### src/rtl/vga_tile_pkg.sv
// Shared types and constants for the multi-tile VGA address generator.
package vga_tile_pkg;

    typedef logic [2:0] colour_t;

    localparam colour_t BLANK_COLOUR  = 3'b000;
    localparam colour_t BORDER_COLOUR = 3'b111;

    localparam int unsigned TILE_IDX_W = 3;

    // First address past all tiles; the framebuffer keeps this region zero-filled.
    function automatic int unsigned blank_addr(input int unsigned num_tiles,
                                               input int unsigned tile_w,
                                               input int unsigned tile_h);
        return num_tiles * tile_w * tile_h;
    endfunction

endpackage

### src/rtl/vga_tile_hit.sv
// Inclusive range compare and local column offset for a single tile.
module vga_tile_hit #(
    parameter int unsigned TILE       = 0,
    parameter int unsigned TILE_W     = 150,
    parameter int unsigned TILE_H     = 150,
    parameter int unsigned COL0       = 50,
    parameter int unsigned ROW0       = 200,
    parameter int unsigned TILE_PITCH = 200,
    parameter int unsigned X_W        = 10,
    parameter int unsigned Y_W        = 9
) (
    input  logic [X_W-1:0] x,
    input  logic [Y_W-1:0] y,
    output logic           hit_c,
    output logic [X_W-1:0] dx_c
);

    localparam int unsigned XORG = COL0 + TILE * TILE_PITCH;
    localparam int unsigned XEND = XORG + TILE_W - 1;
    localparam int unsigned YEND = ROW0 + TILE_H - 1;

    always_comb begin
        hit_c = (32'(x) >= XORG) && (32'(x) <= XEND) &&
                (32'(y) >= ROW0) && (32'(y) <= YEND);
        dx_c  = X_W'(32'(x) - XORG);
    end

endmodule

### src/rtl/vga_tile_address_gen.sv
// Maps VGA scan position onto a linear framebuffer address for a row of tiles, 2-cycle pipeline.
// Optional feature: define VGA_TILE_BORDER_EN to draw a 1-pixel white ring around each tile.
module vga_tile_address_gen
    import vga_tile_pkg::*;
#(
    parameter int unsigned NUM_TILES   = 3,
    parameter int unsigned TILE_W      = 150,
    parameter int unsigned TILE_H      = 150,
    parameter int unsigned COL0        = 50,
    parameter int unsigned ROW0        = 200,
    parameter int unsigned TILE_PITCH  = 200,
    parameter int unsigned X_W         = 10,
    parameter int unsigned Y_W         = 9,
    parameter int unsigned ADDR_W      = 17,
    parameter logic [3*NUM_TILES-1:0] COLOUR_INIT = 9'b011_010_110
) (
    input  logic              clock25,
    input  logic              reset_n,
    input  logic [X_W-1:0]    x,
    input  logic [Y_W-1:0]    y,
    input  logic              pixel_valid,
    input  logic              frame_start,
    input  logic              cfg_we,
    input  logic [2:0]        cfg_tile,
    input  logic [2:0]        cfg_colour,
    output logic [ADDR_W-1:0] mem_address,
    output logic [2:0]        colour,
    output logic              image_on,
    output logic [2:0]        tile_idx,
    output logic              out_valid
);

    localparam int unsigned TILE_SIZE  = TILE_W * TILE_H;
    localparam int unsigned BLANK_ADDR = blank_addr(NUM_TILES, TILE_W, TILE_H);
    localparam int unsigned PROD_W     = Y_W + $clog2(TILE_W);
    localparam int unsigned CFG_W      = 3 * NUM_TILES;

    if (NUM_TILES < 1 || NUM_TILES > 8 || TILE_PITCH < TILE_W ||
        BLANK_ADDR >= (1 << ADDR_W)) begin : g_bad_params
        $error("vga_tile_address_gen: illegal parameter set");
    end

    logic [NUM_TILES-1:0]  hit_vec_c;
    logic [X_W-1:0]        dx_arr_c [NUM_TILES];
    logic [TILE_IDX_W-1:0] tile_c;
    logic [X_W-1:0]        dx_c;
    logic [Y_W-1:0]        dy_c;

    for (genvar t = 0; t < NUM_TILES; t++) begin : g_tile
        vga_tile_hit #(
            .TILE(t), .TILE_W(TILE_W), .TILE_H(TILE_H), .COL0(COL0), .ROW0(ROW0),
            .TILE_PITCH(TILE_PITCH), .X_W(X_W), .Y_W(Y_W)
        ) u_hit (
            .x(x), .y(y), .hit_c(hit_vec_c[t]), .dx_c(dx_arr_c[t])
        );
    end

    // Priority encoder: lowest tile index wins.
    always_comb begin
        tile_c = '0;
        dx_c   = '0;
        for (int t = int'(NUM_TILES) - 1; t >= 0; t--) begin
            if (hit_vec_c[t]) begin
                tile_c = TILE_IDX_W'(t);
                dx_c   = dx_arr_c[t];
            end
        end
        dy_c = Y_W'(32'(y) - ROW0);
    end

    logic [NUM_TILES-1:0]  hit_vec_q;
    logic [X_W-1:0]        dx_q;
    logic [Y_W-1:0]        dy_q;
    logic [TILE_IDX_W-1:0] tile_q;
    logic                  valid_q;

    always_ff @(posedge clock25 or negedge reset_n) begin
        if (!reset_n) begin
            hit_vec_q <= '0;
            dx_q      <= '0;
            dy_q      <= '0;
            tile_q    <= '0;
            valid_q   <= 1'b0;
        end else begin
            hit_vec_q <= pixel_valid ? hit_vec_c : '0;
            dx_q      <= dx_c;
            dy_q      <= dy_c;
            tile_q    <= tile_c;
            valid_q   <= pixel_valid;
        end
    end

    logic [CFG_W-1:0] shadow_q, active_q;
    logic [CFG_W-1:0] shadow_next, active_next;

    // A write landing with frame_start goes straight through to active.
    always_comb begin
        shadow_next = shadow_q;
        for (int t = 0; t < int'(NUM_TILES); t++) begin
            if (cfg_we && cfg_tile == TILE_IDX_W'(t)) begin
                shadow_next[3*t +: 3] = cfg_colour;
            end
        end
        active_next = frame_start ? shadow_next : active_q;
    end

    always_ff @(posedge clock25 or negedge reset_n) begin
        if (!reset_n) begin
            shadow_q <= COLOUR_INIT;
            active_q <= COLOUR_INIT;
        end else begin
            shadow_q <= shadow_next;
            active_q <= active_next;
        end
    end

    logic [PROD_W-1:0] prod_c;
    logic [ADDR_W-1:0] addr_c;
    colour_t           colour_sel_c;
    logic              any_hit_c;

    // Colour reads the next active value so a frame_start applies to the very next output.
    always_comb begin
        prod_c       = PROD_W'(dy_q) * PROD_W'(TILE_W);
        addr_c       = ADDR_W'(tile_q) * ADDR_W'(TILE_SIZE) + ADDR_W'(dx_q) + ADDR_W'(prod_c);
        any_hit_c    = |hit_vec_q;
        colour_sel_c = BLANK_COLOUR;
        for (int t = 0; t < int'(NUM_TILES); t++) begin
            if (tile_q == TILE_IDX_W'(t)) begin
                colour_sel_c = active_next[3*t +: 3];
            end
        end
`ifdef VGA_TILE_BORDER_EN
        if (dx_q == '0 || dx_q == X_W'(TILE_W - 1) || dy_q == '0 || dy_q == Y_W'(TILE_H - 1)) begin
            addr_c       = ADDR_W'(BLANK_ADDR);
            colour_sel_c = BORDER_COLOUR;
        end
`endif
    end

    always_ff @(posedge clock25 or negedge reset_n) begin
        if (!reset_n) begin
            mem_address <= ADDR_W'(BLANK_ADDR);
            colour      <= BLANK_COLOUR;
            image_on    <= 1'b0;
            tile_idx    <= '0;
            out_valid   <= 1'b0;
        end else begin
            out_valid <= valid_q;
            if (any_hit_c) begin
                mem_address <= addr_c;
                colour      <= colour_sel_c;
                image_on    <= 1'b1;
                tile_idx    <= tile_q;
            end else begin
                mem_address <= ADDR_W'(BLANK_ADDR);
                colour      <= BLANK_COLOUR;
                image_on    <= 1'b0;
                tile_idx    <= '0;
            end
        end
    end

endmodule

### config.mk
export PLATFORM = sky130hd
export DESIGN_NAME = vga_tile_address_gen
export DESIGN_NICKNAME = d
export VERILOG_FILES = /design/src/rtl/vga_tile_pkg.sv /design/src/rtl/vga_tile_hit.sv /design/src/rtl/vga_tile_address_gen.sv
export SDC_FILE = /design/constraint.sdc
export NUM_CORES = 1
export LEC_CHECK = 0
export CORE_MARGIN = 1
export CORE_UTILIZATION = 62
export DETAILED_ROUTE_END_ITERATION = 12
export MAX_ROUTING_LAYER = met4
export PLACE_DENSITY = 0.86
export SLEW_MARGIN = 30
export SYNTH_ARGS = -nofsm -noshare
export SYNTH_HDL_FRONTEND = slang
export SYNTH_SLANG_ARGS = --single-unit
### constraint.sdc
create_clock -name clock25 -period 12.5 [get_ports clock25]
set_input_delay 2.5 -clock clock25 [delete_from_list [all_inputs] [get_ports clock25]]
set_output_delay 2.5 -clock clock25 [all_outputs]
set_load 0.1 [all_outputs]
==> impl_metrics.yaml <==
place:
  routabilityCongestion: 0.906
  place_area_um2: 5690
  port-buffer-count: 53
  dp_hpwl_mm: 8.15
setup_path:
  startpoint: "dy_q[4]"
  max_stage_delay_ps: 510
  path_cells: "ha_1, ha_1, inv_1, fa_1, fa_1, inv_1, ha_1, or2_1, a21oi_1, a211oi_1, o31ai_1, nor2b_1, xnor2_1, ha_1, ha_1, nand2_1, o21ai_0, o22a_1, o41ai_2, xnor3_1, nand2_1"
  cp_slowest_cell: "fa_1"
  worst_setup_path_end_kind: "flip-flop"
  critPathMaxFanout: 5
  crit_required_ps: 12790
  cp.arrival_ps: 5800
  start_kind: "flip-flop"
  rr_startpoint: "dy_q[4]"
  crit_type: "reg -> reg"
  crit_top_cell: "ha_1"
die:
  core_area_um2: 7850
  row_count: 32
  die_h_um: 92.6
  start_util_pct: 64.8
  die-area_um2: 8570
  die_x_um: 92.6
  ios: 55
clock_network:
  clockRootBuffer: "clkbuf_8"
  post-cts-setup-buffers: 0
  clock_path_buffers: 2
  cts_tree: "built"
  numClockSinks: 67
  cts_buffers: 9
  ctsHoldBuffers: 0
  h-tree-depth: 3
  cts_resized: 0
  path_clk_slew_ps: 80
  clock_latency_ps: 350
sta:
  rsz0062_at_grt: "no"
  fin_setup_tns_ps: 0
  setup_viol: 0
  clock.fmax_mhz: 181
  finalCritPeriodShare_pct: 44.1
  fin_crit_ps: 5510
  worst_pin_slew_ps: 1000
  hold_viol_final: 0
  slew_viol_final: 0
  whs_ps: 357
  skew_ps: 11.3
  relSlewSlack_pct: 33.1
synthesis:
  synth_area_per_cell_um2: 10.2
  ys_ff_latch: 67
  synthTopCellsByArea: "dfrtp_1, ha_1, dfstp_2"
  synth.yosys.seq_area_share_pct: 33.4
  async_flop_share_pct: 100
  synth_top_cell_by_area: "dfrtp_1"
  syn-num-nets: 618
  synth_top_cell_area_share_pct: 24.1
  ys_warn_count: 0
  synth.most_common_cell: "ha_1"
  synthDistinctLibCells: 72
  synth-edff-count: 0
  syn-cell-area_um2: 5090
  synth_top_flop_cell: "dfrtp_1"
  synth_commonest_cells: "ha_1, inv_1, dfrtp_1"
  syn_inst: 498
power:
  power_density_nw_per_um2: 175
  internal_power_mw: 0.574
  p_sw_mw: 0.455
  seqPwrFrac_pct: 24.9
  power_mw: 1.03
  netSwitchingFraction_pct: 44.3
  ir_drop_mv: 0.0927
  p_comb_share_pct: 57.1
  clockPowerShare_pct: 18.1
  p_leak_nw: 2.80
global_routing:
  gr-total-overflow: 0
  grt_pass1_wl_mm: 18.0
  antenna_found_initial: 0
  grt_max_degree: 68
  first_global_vias: 3923
  track_usage_pct: 27.8
finish:
  insertedDiodeCount: 0
  design_area_um2: 5890
  drive_above_1_share_pct: 12.9
  fin_nets: 673
  num-fill-cells: 538
  area.growth.synth_to_final_pct: 15.9
min_path:
  hold_path_startpoint: "valid_q"
  min_path_type: "reg -> reg"
route:
  vias: 3841
  routed_via_density: 5.82
  drc: 0
  drt-total-wl_mm: 10.7
  ant_nets: 0
  avgRoutedWirePerCell_um: 16.3
  drt_iter0_markers: 178
  first_pass_iters: 5
flow_run:
  maxCapViolCount: 0
run_status:
  status: "finished clean"
## state kept, by name, indices dropped and copies added, names as in the netlist
register     count
active_q         9
colour           3
dx_q            10
dy_q             9
hit_vec_q        3
image_on         1
mem_address     17
out_valid        1
shadow_q         9
tile_idx         2
tile_q           2
valid_q          1
## cells in the final DEF (no fill, tap or decap), types with 4 or more instances in the layout
cell	n
nor2_1	39
xor2_1	19
nand2_1	22
xnor2_1	12
clkbuf_8	9
a221o_1	5
nand3_1	4
dfstp_2	18
fa_1	17
nor2b_1	6
o21ai_1	9
o21ai_0	13
o31ai_1	4
a21o_1	4
and2_1	5
mux2_2	11
inv_1	60
nor3_1	11
a21oi_1	22
ha_1	73
clkdlybuf4s50_1	52
nand2b_1	11
a31oi_1	6
dfrtp_1	49
a311oi_1	4
## worst paths after layout
check | end | cells past startpoint | slack [ps]
worst max-delay path | mem_address[16] | 21 | 6990
worst min-delay path | out_valid | 0 | 360
min in group asynchronous | shadow_q[3] | 2 | 2320
worst max register to register | mem_address[16] | 21 | 6990
max in group asynchronous | colour[0] | 2 | 9660
worst min register to register | out_valid | 0 | 360
## kinds of logic after synthesis
logic type | after synthesis | share of synthesized area [%]
XOR/XNOR | 32 | 5.78
AND/OR/NAND/NOR | 119 | 12.1
multiplexers | 15 | 3.25
adder cells (fa/ha/maj) | 91 | 24.8
other | 1 | 0.0737
AO/OA/AOI/OAI | 99 | 14.6
flip-flops | 67 | 33.4
buffers and inverters | 74 | 5.93
## through the flow
stage | instances | worst slack, ps | utilization (%)
after floorplan | 498 | 7470 | -
final | 660 | 6990 | 75.1
after global placement | 644 | 7250 | 72.5
after detailed placement | 644 | 7090 | 72.5
after global routing | 660 | 6690 | 75.1
after CTS | 660 | 7010 | 75.1
## layer usage
| layer | GRT usage (%) | share of wire (%) | up-vias | wire length, um |
|---|---|---|---|---|
| met5 | - | 0 | - | 0 |
| met4 | 9.24 | 2.3 | 0 | 243 |
| met3 | 4.27 | 3.9 | 26 | 415 |
| met2 | 51.0 | 53 | 126 | 5690 |
| met1 | 30.8 | 41 | 1853 | 4390 |
| li1 | - | - | 1836 | - |
## worst max-delay path: cells and delay by family, from the launching register on
family / cells / cell delay (ps)
AND/OR/NAND/NOR: 4 / 620
XOR/XNOR: 2 / 480
AO/OA/AOI/OAI: 6 / 1300
adder cells (fa/ha/maj): 7 / 2530
flip-flops: 1 / 430
buffers and inverters: 2 / 90
## power by group through the flow
stage	registers (mW)	clock network (mW)	logic (mW)
3_5_place_dp	0.260	0	0.558
3_3_place_gp	0.258	0	0.538
5_1_grt	0.258	0.196	0.646
2_1_floorplan	0.298	0	0.402
4_1_cts	0.256	0.188	0.579
6_report	0.256	0.186	0.587
## final cells by class
type / count / area (um2) / share of cell area, %
well taps: 102 / 128 / 2.17
repair buffers: 55 / 541 / 9.17
multi-input cells: 357 / 3090 / 52.4
clock inverters: 7 / 80.1 / 1.36
clock buffers: 9 / 124 / 2.10
flip-flops and latches: 67 / 1700 / 28.8
inverters: 63 / 236 / 4.01
Power figures use the tool's default switching activity.
